==> src/rtl/cdc_hs_pkg.sv <==
// Shared types and helpers for the req/ack clock-domain handshake blocks.
package cdc_hs_pkg;

  typedef enum logic [1:0] {
    HS_IDLE   = 2'd0,
    HS_REQ_HI = 2'd1,
    HS_REQ_LO = 2'd2
  } hs_state_t;

  // Timer wide enough to hold TIMEOUT; a disabled timeout still gets one bit.
  function automatic int timer_width(input int timeout);
    return (timeout < 1) ? 1 : $clog2(timeout + 1);
  endfunction

endpackage

==> src/rtl/sync_level_sreset.sv <==
// N-flop level synchronizer with synchronous active-high reset; shared by the
// ack path here and the req path in the matching receiver.
module sync_level_sreset #(
  parameter int N = 2
) (
  input  logic clk,
  input  logic reset,
  input  logic async_in,
  output logic sync_out
);

  logic [N-1:0] sync_q;

  // NOTE: sequential state uses non-blocking assignments so every flop samples pre-edge values.
  always_ff @(posedge clk) begin
    if (reset) begin
      sync_q <= '0;
    end else begin
      sync_q <= {sync_q[N-2:0], async_in};
    end
  end

  assign sync_out = sync_q[N-1];

endmodule

==> src/rtl/cdc_handshake_tx.sv <==
// Source-domain end of a 4-phase req/ack crossing: captures a word, holds it on
// xfer_data while xfer_req is high, and completes once the synchronized ack falls.
module cdc_handshake_tx
  import cdc_hs_pkg::*;
#(
  parameter int N       = 2,
  parameter int W       = 32,
  parameter int TIMEOUT = 0
) (
  input  logic         clk,
  input  logic         reset,
  input  logic         send_valid,
  output logic         send_ready,
  input  logic [W-1:0] send_data,
  output logic         xfer_req,
  output logic [W-1:0] xfer_data,
  input  logic         xfer_ack_async,
  output logic         done,
  output logic         err
);

  localparam int            TW         = timer_width(TIMEOUT);
  localparam logic [TW-1:0] TIMER_MAX  = '1;
  localparam logic [TW-1:0] TIMER_LAST = (TIMEOUT > 0) ? TW'(TIMEOUT - 1) : '0;

  hs_state_t     state_q, state_d;
  logic [TW-1:0] timer_q, timer_d;
  logic [W-1:0]  data_d;
  logic          req_d, done_d, err_d;
  logic          ack_s;

  sync_level_sreset #(.N(N)) u_ack_sync (
    .clk      (clk),
    .reset    (reset),
    .async_in (xfer_ack_async),
    .sync_out (ack_s)
  );

  assign send_ready = (state_q == HS_IDLE);

  // NOTE: every always_comb output is defaulted first so no path can infer a latch.
  always_comb begin
    state_d = state_q;
    timer_d = timer_q;
    data_d  = xfer_data;
    req_d   = xfer_req;
    done_d  = 1'b0;
    err_d   = 1'b0;
    case (state_q)
      HS_IDLE: begin
        if (send_valid) begin
          data_d  = send_data;
          req_d   = 1'b1;
          timer_d = '0;
          state_d = HS_REQ_HI;
        end
      end
      HS_REQ_HI: begin
        if (timer_q != TIMER_MAX) timer_d = timer_q + 1'b1;
        // A synchronized ack takes priority over a timeout expiring in the same cycle.
        if (ack_s) begin
          req_d   = 1'b0;
          state_d = HS_REQ_LO;
        end else if ((TIMEOUT != 0) && (timer_q == TIMER_LAST)) begin
          req_d   = 1'b0;
          err_d   = 1'b1;
          state_d = HS_REQ_LO;
        end
      end
      HS_REQ_LO: begin
        if (!ack_s) begin
          done_d  = 1'b1;
          state_d = HS_IDLE;
        end
      end
      default: state_d = HS_IDLE;
    endcase
  end

  always_ff @(posedge clk) begin
    if (reset) begin
      state_q   <= HS_IDLE;
      timer_q   <= '0;
      xfer_data <= '0;
      xfer_req  <= 1'b0;
      done      <= 1'b0;
      err       <= 1'b0;
    end else begin
      state_q   <= state_d;
      timer_q   <= timer_d;
      xfer_data <= data_d;
      xfer_req  <= req_d;
      done      <= done_d;
      err       <= err_d;
    end
  end

endmodule

==> config.mk <==
export PLATFORM = sky130hd
export DESIGN_NAME = cdc_handshake_tx
export DESIGN_NICKNAME = d
export VERILOG_FILES = /design/src/rtl/cdc_hs_pkg.sv /design/src/rtl/sync_level_sreset.sv /design/src/rtl/cdc_handshake_tx.sv
export SDC_FILE = /design/constraint.sdc
export NUM_CORES = 1
export LEC_CHECK = 0
export CAP_MARGIN = 10
export CORE_MARGIN = 1.5
export CORE_UTILIZATION = 45
export DETAILED_ROUTE_END_ITERATION = 10
export GPL_TIMING_DRIVEN = 0
export PLACE_DENSITY = 0.94
export SLEW_MARGIN = 30
export SYNTH_ARGS = -nofsm -noshare
export SYNTH_HDL_FRONTEND = slang
export SYNTH_HIERARCHICAL = 1
export SYNTH_SLANG_ARGS = --single-unit
==> constraint.sdc <==
create_clock -name clk -period 3.7 [get_ports clk]
set_clock_uncertainty 0.1 [all_clocks]
set_input_delay 0.555 -clock clk [delete_from_list [all_inputs] [get_ports clk]]
set_output_delay 0.555 -clock clk [all_outputs]
set_load 0.01 [all_outputs]
## After elaboration in Yosys (flattened, before gate mapping)

Cells that the tools add are included.

| operators by class | value |
|---|---|
| bitwise operators | 1 |
| equal/unequal tests | 5 |
| reduce and logical (&&, ||, !) cells | 6 |
| muxes and demuxes | 8 |

Operators by type and width:

| cell | count |
|---|---|
| two-way mux 2 bit | 3 |
| one-hot mux 2 bit (3 select lines) | 1 |
| AND reduction 3 bit | 2 |
| != test 2 bit, second input constant | 2 |
| two-way mux 1 bit | 3 |
| == test 2 x 1 -> 1 bit, second input constant | 1 |
| == test 2 bit, second input constant | 1 |
| logical NOT 2 bit | 1 |
| != test 2 x 1 -> 1 bit, second input constant | 1 |
| one-hot mux 1 bit (2 select lines) | 1 |
| AND reduction 2 bit | 1 |
| nonzero test 2 bit | 1 |
| OR reduction 2 bit | 1 |
| NOT 1 bit | 1 |

| storage, ports and cells | value |
|---|---|
| word-level logic and storage cells | 25 |
| output and inout bits | 36 |
| bits in registers | 38 |

## Longest topological paths before layout

| logic depth | value |
|---|---|
| depth after elaboration | 3 |
| gate-level depth with buffers | 5 |
| depth with buffers taken out | 2 |

## Modules after synthesis

Netlist, hierarchy kept.

Modules (own cells, without submodules):

| module | cells an instance | area each (sq um) | times used | sequential area each (sq um) |
|---|---|---|---|---|
| cdc_handshake_tx | 159 | 1665.3 | 1 | 720.7 |
| sync_level_sreset | 4 | 52.6 | 1 | 40.0 |

## Worst setup path after synthesis

No wires, ideal clock.

| timing | value |
|---|---|
| path kind | input to register |
| start | in send_valid |
| end | reg xfer_data[0] |
| arrival time | 1.158 ns |
| data required time | 3.528 ns |
| path slack | 2.371 ns |
| stages | 4 |
| buffers on the path | 2 |
| setup time | 0.072 ns |
| cell sequence | nor3b_2 buf_6 buf_12 mux2i_1 |

| between the ends | value |
|---|---|
| cells in the longest elaborated chain, start to end | 1 |

Ends and longest elaborated chain:

| what | line | source |
|---|---|---|
| start: declaration | cdc_handshake_tx.sv:12 | `input logic send_valid,` |
| AND reduction 2 bit (no line) | - |  |
| end signal: assignment | cdc_handshake_tx.sv:91 | `xfer_data <= data_d;` |
| end: declaration | cdc_handshake_tx.sv:16 | `output logic [W-1:0] xfer_data,` |

No other way between the ends.
A chain may end at the register's enable or synchronous reset.

## Worst setup path in the final report

| timing | value |
|---|---|
| start | reg state_q[0] |
| end | out send_ready |

| between the ends | value |
|---|---|
| cells in the longest elaborated chain, start to end | 1 |

Ends and longest elaborated chain:

| what | line | source |
|---|---|---|
| start: declaration | cdc_handshake_tx.sv:26 | `hs_state_t state_q, state_d;` |
| start signal: assignment | cdc_handshake_tx.sv:89 | `state_q <= state_d;` |
| logical NOT 2 bit | - |  |
| end: declaration | cdc_handshake_tx.sv:13 | `output logic send_ready,` |

No other way between the ends.

==> impl.org <==
** Floorplanning
- Core area :: 3660 sq um
- 72 I/O pins were placed.
- From bottom edge to top edge, the die measures 64.8 um.
- # rows :: 22
- Die Wd :: 64.8 um
- Effective utilization at floorplan :: 46.9%
- The floorplan step defined a die boundary enclosing 4200 sq um.

** STA
- The worst path needs 2.01 ns of the cycle, external delays included.
- Based on the critical path, the design can be clocked at up to 498 MHz.
- Slew Viols, Final :: 0
- Total negative slack :: 0 ns
- Setup violations remaining at the end of the flow were counted as 0.
- Setup repair after global routing left no endpoint under its margin.
- Hold violation total from the final report :: 0
- In the finished design, the share of the clock period the worst path needs comes to 54.2%.

** Setup path
- Standard cell with the maximum stage delay on the critical path :: sky130_fd_sc_hd__clkdlybuf4s50_1
- At the worst endpoint, the arrival time is 1.35 ns.
- Biggest cell delay along the critical path :: 0.54 ns
- The worst register-to-register path ends at xfer_data[30]$_SDFFE_PP0P_.
- The signal on the critical path passes through buf_6 > nor2_1 > clkdlybuf4s50_1.
- The startpoint identified for the worst register-to-register timing path is state_q[0]$_SDFFE_PP0P_.
- Register-to-register setup slack :: 2.37 ns
- Data on the critical path is required at its endpoint by 3.04 ns.
- Count of cells along the worst register-to-register path :: 5
- Critical path launch point type :: register
- Top fanout value on the critical path :: 8
- Critical Path Sink Type :: output pin
- Kind of critical path :: register to output pin

** Cells and area
- For this run, the post-layout net count is 276.
- Cells with a size suffix above 1 make up 7.05% of the layout.
- Final instance count without filler cells :: 289
- Number of inserted diodes :: 0
- Cells fill 70.7% of the core in the end.
- The area growth from synthesis to layout is 50.7%.

** Detailed routing
- Post-detailed-route via-to-cell ratio :: 4.55
- After detailed routing, the wire length on met1 is 1530 um.
- Dividing the detail-routed wire length by the instance count gives 12.3 um.
- Met2 Wirelength :: 1720 um
- Iteration-0 DRC Markers :: 44
- In this run the remaining antenna-violating nets after routing total 0.
- Met3 Wirelength :: 236 um
- The first detailed-routing pass ran for 4 iterations.
- Routed via count :: 1315
- Max Used Layer :: met4
- Final WL :: 3550 um
- Remaining routing DRC violations :: 0

** Synthesis
- Arithmetic-cell share of the synthesized area counting full adders, half adders and majority gates :: 0%
- Share of the synthesized area in the top cell type :: 44.3%
- By area the synthesized netlist is led by sky130_fd_sc_hd__dfxtp_1, sky130_fd_sc_hd__nand2b_1, sky130_fd_sc_hd__mux2i_1.
- Total of flip-flops plus latches after synthesis :: 38
- Sequential area share after synthesis :: 44.3%
- Yosys cell types :: 20
- Syn. warnings :: 6
- The synthesized netlist occupies a cell area of 1720 sq um.
- After technology mapping, the gate count stands at 163.
- By area, the combinational part of the netlist is dominated by simple AND/OR/NAND/NOR gates.
- Area share of xor/xnor cells in the synthesized design :: 0.510%
- The synthesized netlist devotes 1.31% of its cell area to compound gates.
- Summed over all instances, the cell type with the most area after synthesis is sky130_fd_sc_hd__dfxtp_1.
- In the synthesized netlist, mux cells make up 18.6% of the area.
- Net count after synthesis :: 199
- Simple-gate area share of the yosys netlist :: 28.0%
- Averaged over all synthesized cells, the footprint is 10.5 sq um.

** Hold path
- The worst hold path begins at u_ack_sync/sync_q[0]$_SDFF_PP0_.
- The path with the worst hold slack has its endpoint at u_ack_sync/sync_q[1]$_SDFF_PP0_.
- Counting instances, the worst hold path has a depth of 1.
- Hold crit path type :: register to register

** CTS
- CTS tree :: done
- Clock slew seen by the registers of the worst setup and hold paths :: 0.07 ns
- CTS saw 38 sinks.
- The clock passes through at most 2 buffers.
- Number of buffers inserted during clock tree synthesis :: 5
- Post-CTS repair changed the size of 0 cells.
- CTS placed an instance of sky130_fd_sc_hd__clkbuf_8 at the clock tree root.
- For this design, the CTS-stage hold fixing added 0 buffers.
- At the later pin of the worst-skew pair, clock insertion delay measures 0.29 ns.
- The H-tree was split into 2 levels.
- Number of setup buffers added after CTS :: 0

** GRT
- The via count of the first global-routing pass came to 1356.
- The first global-routing pass estimated 6080 um of wire.
- Entering global routing, the biggest net connects 12 pins.
- In the global route stage, overall resource usage came out at 19.3%.
- Antenna violations before repair :: 0
- Remaining Overflow, GRT :: 0

** Place
- Routability-driven placement finished with a final weighted congestion of 0.712.
- The number of placed instances, taps included, is 281.
- Buffers on Ports :: 70
- Once detailed placement completed, the half-perimeter wirelength came to 2590 um.

** Flow run
- Max-capacitance violation count :: 0

** Status
- The run finished with clean final reports.

** Power and ir drop
- Power per cell area :: 382 nW/um^2
- Reported leakage power :: 0.00101 uW
- Peak VDD IR :: 0.227 mV
metrics by stage:
step           setup WS [ns]  instance area (sq um)  hold slack, ns  power, uW
2_1_floorplan           2.37                   1720           0.314        562
3_3_place_gp            1.55                   2480           0.321        665
3_5_place_dp            1.51                   2480           0.327        668
4_1_cts                 1.68                   2590           0.347        997
5_1_grt                 1.64                   2590           0.372       1040
6_report                1.69                   2590           0.342        988
cells in the final DEF (no fill, tap or decap):
master,n
sky130_fd_sc_hd__xnor2_1,1
sky130_fd_sc_hd__a211oi_1,1
sky130_fd_sc_hd__a2111oi_2,1
sky130_fd_sc_hd__conb_1,1
sky130_fd_sc_hd__nor4b_1,1
sky130_fd_sc_hd__nor3b_2,1
sky130_fd_sc_hd__mux2i_1,32
sky130_fd_sc_hd__buf_6,2
sky130_fd_sc_hd__buf_12,3
sky130_fd_sc_hd__nand2b_1,66
sky130_fd_sc_hd__inv_1,1
sky130_fd_sc_hd__and3b_1,1
sky130_fd_sc_hd__or2b_1,1
sky130_fd_sc_hd__clkbuf_8,8
sky130_fd_sc_hd__nor2_1,1
sky130_fd_sc_hd__nor3b_1,1
sky130_fd_sc_hd__dfxtp_1,38
sky130_fd_sc_hd__clkbuf_1,6
sky130_fd_sc_hd__nor2b_1,3
sky130_fd_sc_hd__clkdlybuf4s50_1,70
sky130_fd_sc_hd__buf_4,1
sky130_fd_sc_hd__buf_2,1
synth_stat cells:
cell and count:
sky130_fd_sc_hd__nand2b_1 66, sky130_fd_sc_hd__dfxtp_1 38, sky130_fd_sc_hd__mux2i_1 32, sky130_fd_sc_hd__clkbuf_1 6
sky130_fd_sc_hd__buf_12 3, sky130_fd_sc_hd__nor2b_1 3, sky130_fd_sc_hd__buf_6 2, sky130_fd_sc_hd__a2111oi_2 1
sky130_fd_sc_hd__a211oi_1 1, sky130_fd_sc_hd__and3b_1 1, sky130_fd_sc_hd__buf_2 1, sky130_fd_sc_hd__buf_4 1
sky130_fd_sc_hd__conb_1 1, sky130_fd_sc_hd__inv_1 1, sky130_fd_sc_hd__nor2_1 1, sky130_fd_sc_hd__nor3b_1 1
sky130_fd_sc_hd__nor3b_2 1, sky130_fd_sc_hd__nor4b_1 1, sky130_fd_sc_hd__or2b_1 1, sky130_fd_sc_hd__xnor2_1 1
per-layer routing:
layer	up-vias	track usage [%]
li1	675	-
met5	-	0
met3	7	5.90
met1	585	22.0
met4	0	9.57
met2	48	32.3
registers in the layout, indices dropped and copies added, names as in the netlist:
register           flops
done                   1
state_q                2
u_ack_sync/sync_q      2
xfer_data             32
xfer_req               1
power by group:
part	leakage [uW]	total (uW)	switching [uW]	internal, uW
Sequential	0.000313	452	14.8	437
Combinational	0.000635	205	73.5	132
Clock	0.0000575	330	142	188
worst max-delay path, delay by kind of cell (launching register included):
family | cells | cell delay, ns
DFF | 1 | 0.31
and+or+nand+nor | 1 | 0.08
buffers and inverters | 2 | 0.67
worst max-delay path by stage:
stage                                  from                         end  slack, ns  cells after the start
floorplan                        send_valid   xfer_data[0]$_SDFFE_PP0P_       2.37                      4
detailed placement                    reset  xfer_data[30]$_SDFFE_PP0P_       1.51                      5
global route        state_q[1]$_SDFFE_PP0P_                  send_ready       1.64                      2
CTS                 state_q[0]$_SDFFE_PP0P_                  send_ready       1.68                      3
finish              state_q[0]$_SDFFE_PP0P_                  send_ready       1.69                      3
global placement                      reset  xfer_data[29]$_SDFFE_PP0P_       1.55                      5
cell families after synthesis:
group,count (synthesis)
DFF,38
muxes,32
other,1
AOI/OAI and AO/OA,2
buffers and inverters,14
and+or+nand+nor,75
xor gates and xnor gates,1
layout make-up:
| cell class | count | area [sq um] |
|---|---|---|
| Timing Repair Buffer | 70 | 701 |
| Sequential cell | 38 | 761 |
| Multi-Input combinational cell | 111 | 836 |
| Fill cell | 284 | 1070 |
| Inverter | 1 | 3.75 |
| Clock buffer | 8 | 110 |
| Buffer | 13 | 118 |
| Tap cell | 48 | 60.1 |
Note: power is estimated with default switching activity, not from simulation.
==> RTL change (same flow settings) <==
`N` is set to 2 in 2 places; all go to 4.
--- a/src/rtl/sync_level_sreset.sv
+++ b/src/rtl/sync_level_sreset.sv
@@ -2,5 +2,5 @@
 // ack path here and the req path in the matching receiver.
 module sync_level_sreset #(
-  parameter int N = 2
+  parameter int N = 4
 ) (
   input  logic clk,
--- a/src/rtl/cdc_handshake_tx.sv
+++ b/src/rtl/cdc_handshake_tx.sv
@@ -4,5 +4,5 @@
   import cdc_hs_pkg::*;
 #(
-  parameter int N       = 2,
+  parameter int N       = 4,
   parameter int W       = 32,
   parameter int TIMEOUT = 0
Function: changed (Yosys sat finds a counterexample within 4 cycles, from zero or initial values and one cycle with reset high).
==> RTL change against the unedited design <==
Final cell count is 1.4% higher; synthesized area is 3.1% higher; die area is 2.9% higher; routed wire length is 1.5% lower; design area is 1.4% higher; setup slack worse by 0.0080 ns; combinational power is 2% lower; first-iteration DRC count is 43% higher; sequential cell count is 2 higher; total power is 1.6% lower.
==> RTL change: results (changes against the unedited design) <==
[global_route]
grt_pass1_vias=1401  ; +3.3%
grt.total_usage_pct=17.8  ; -1.5 points
grt_pass1_wl_mm=6.01  ; -1.1%
grt_max_degree=13  ; +1
antenna_found_initial=0  ; unchanged

[clock_tree]
cts_resized=0  ; unchanged
cts_setup_buffers=0  ; unchanged
cts_buffers=5  ; unchanged
clock_tree.root_cell=clkbuf_8

[finish]
top_regs=xfer_data: 32 flops, u_ack_sync/sync_q: 4 flops, state_q: 2 flops
fill_cells=286  ; +0.70%
fin_nets=280  ; +1.4%
drive_gt1_share_pct=6.53  ; -0.52 points

[worst_setup_path]
reg2reg_slack_ns=2.39  ; +0.02 ns

[run_status]
status=complete, no violations

[pwr]
p_sw_w=0.000233  ; +1.1%
power_leakage_nw=1.01  ; +0.76%
peakVddDrop_v=0.000224  ; -1.4%

[placement]
gp_congestion=0.688  ; -3.4%
dpl.hpwl_mm=2.55  ; -1.3%

[logic_synthesis]
ys_seq_area_share_pct=45.2  ; +0.95 points
ys_warn_count=6  ; unchanged
syn_nets=203  ; +2.0%
yosysUniqueCellTypes=20  ; unchanged
yosys-top-cells-count=66 x nand2b_1, 40 x dfxtp_1, 32 x mux2i_1, 6 x clkbuf_1, 5 x nor2b_1
synthTopCellsByArea=dfxtp_1 45%, nand2b_1 23%, mux2i_1 18%

[detailed_routing]
drt-initial-drc-count=63  ; +43%
vias=1347  ; +2.4%
wl_per_cell_um=11.9  ; -2.8%

[min_path]
hold_path_class=flip-flop to flip-flop

## RTL change: cell count changes in the layout (fill, tap and decap cells not counted)
cell	unedited run	this run
clkbuf_8	8	6
nor2b_1	3	5
clkinvlp_4	0	1
clkbuf_1	6	7
dfxtp_1	38	40
## RTL change: logic make-up (layout without fill, tap and decap cells)
| family | after synthesis | after routing | synth area share, % |
|---|---|---|---|
| DFF | 40 | 40 | 45.2 |
| and+or+nand+nor | 77 | 77 | 27.8 |
| buffers and inverters | 14 | 92 | 6.85 |
| other | 1 | 1 | 0.212 |
| xor gates and xnor gates | 1 | 1 | 0.495 |
| AOI/OAI and AO/OA | 2 | 2 | 1.27 |
| muxes | 32 | 32 | 18.1 |
## RTL change: worst paths after layout
kind                                                      start                              end  cells after the start
worst min register to register  u_ack_sync/sync_q[0]$_SDFF_PP0_  u_ack_sync/sync_q[1]$_SDFF_PP0_                      1
worst max register to register          state_q[0]$_SDFFE_PP0P_        xfer_data[1]$_SDFFE_PP0P_                      5
worst max-delay path                    state_q[0]$_SDFFE_PP0P_                       send_ready                      3
worst min-delay path            u_ack_sync/sync_q[0]$_SDFF_PP0_  u_ack_sync/sync_q[1]$_SDFF_PP0_                      1
## RTL change: layout make-up
class	instances	share of cell area, %
clock buffers	7	3.29
repair buffers	70	26.7
multi-input cells	113	32.3
well taps	48	2.29
flip-flops and latches	40	30.5
clock inverters	1	0.286
plain buffers	13	4.48
inverters	1	0.143
## RTL change: worst max-delay path, stage by stage (launching register included)
cell             delay (ns)
dfxtp_1                0.32
buf_6                  0.13
nor2_1                 0.09
clkdlybuf4s50_1        0.54
## RTL change: power groups by stage
stage	clock [W]	sequential [W]	combinational [W]
2_1_floorplan	0	0.000493	0.0000870
3_3_place_gp	0	0.000481	0.000200
3_5_place_dp	0	0.000482	0.000202
4_1_cts	0.000312	0.000473	0.000203
5_1_grt	0.000324	0.000476	0.000217
6_report	0.000299	0.000473	0.000200
## RTL change: through the flow
step | instance area (um2) | worst slack (ns) | hold WS [ns] | total power, W | std cells
final | 2630 | 1.69 | 0.346 | 0.000972 | 293
after detailed placement | 2530 | 1.48 | 0.337 | 0.000684 | 285
after global placement | 2530 | 1.49 | 0.317 | 0.000681 | 285
after global routing | 2630 | 1.62 | 0.367 | 0.00102 | 293
after CTS | 2630 | 1.67 | 0.360 | 0.000987 | 293
after floorplan | 1770 | 2.37 | 0.314 | 0.000580 | 167
## RTL change: routing by layer
layer | global-route usage, % | share of wire (%) | vias up
li1 | - | - | 684
met1 | 21.1 | 47 | 611
met2 | 31.1 | 46 | 48
met3 | 5.14 | 6.7 | 4
met4 | 4.69 | 0.46 | 0
met5 | 0 | 0 | -
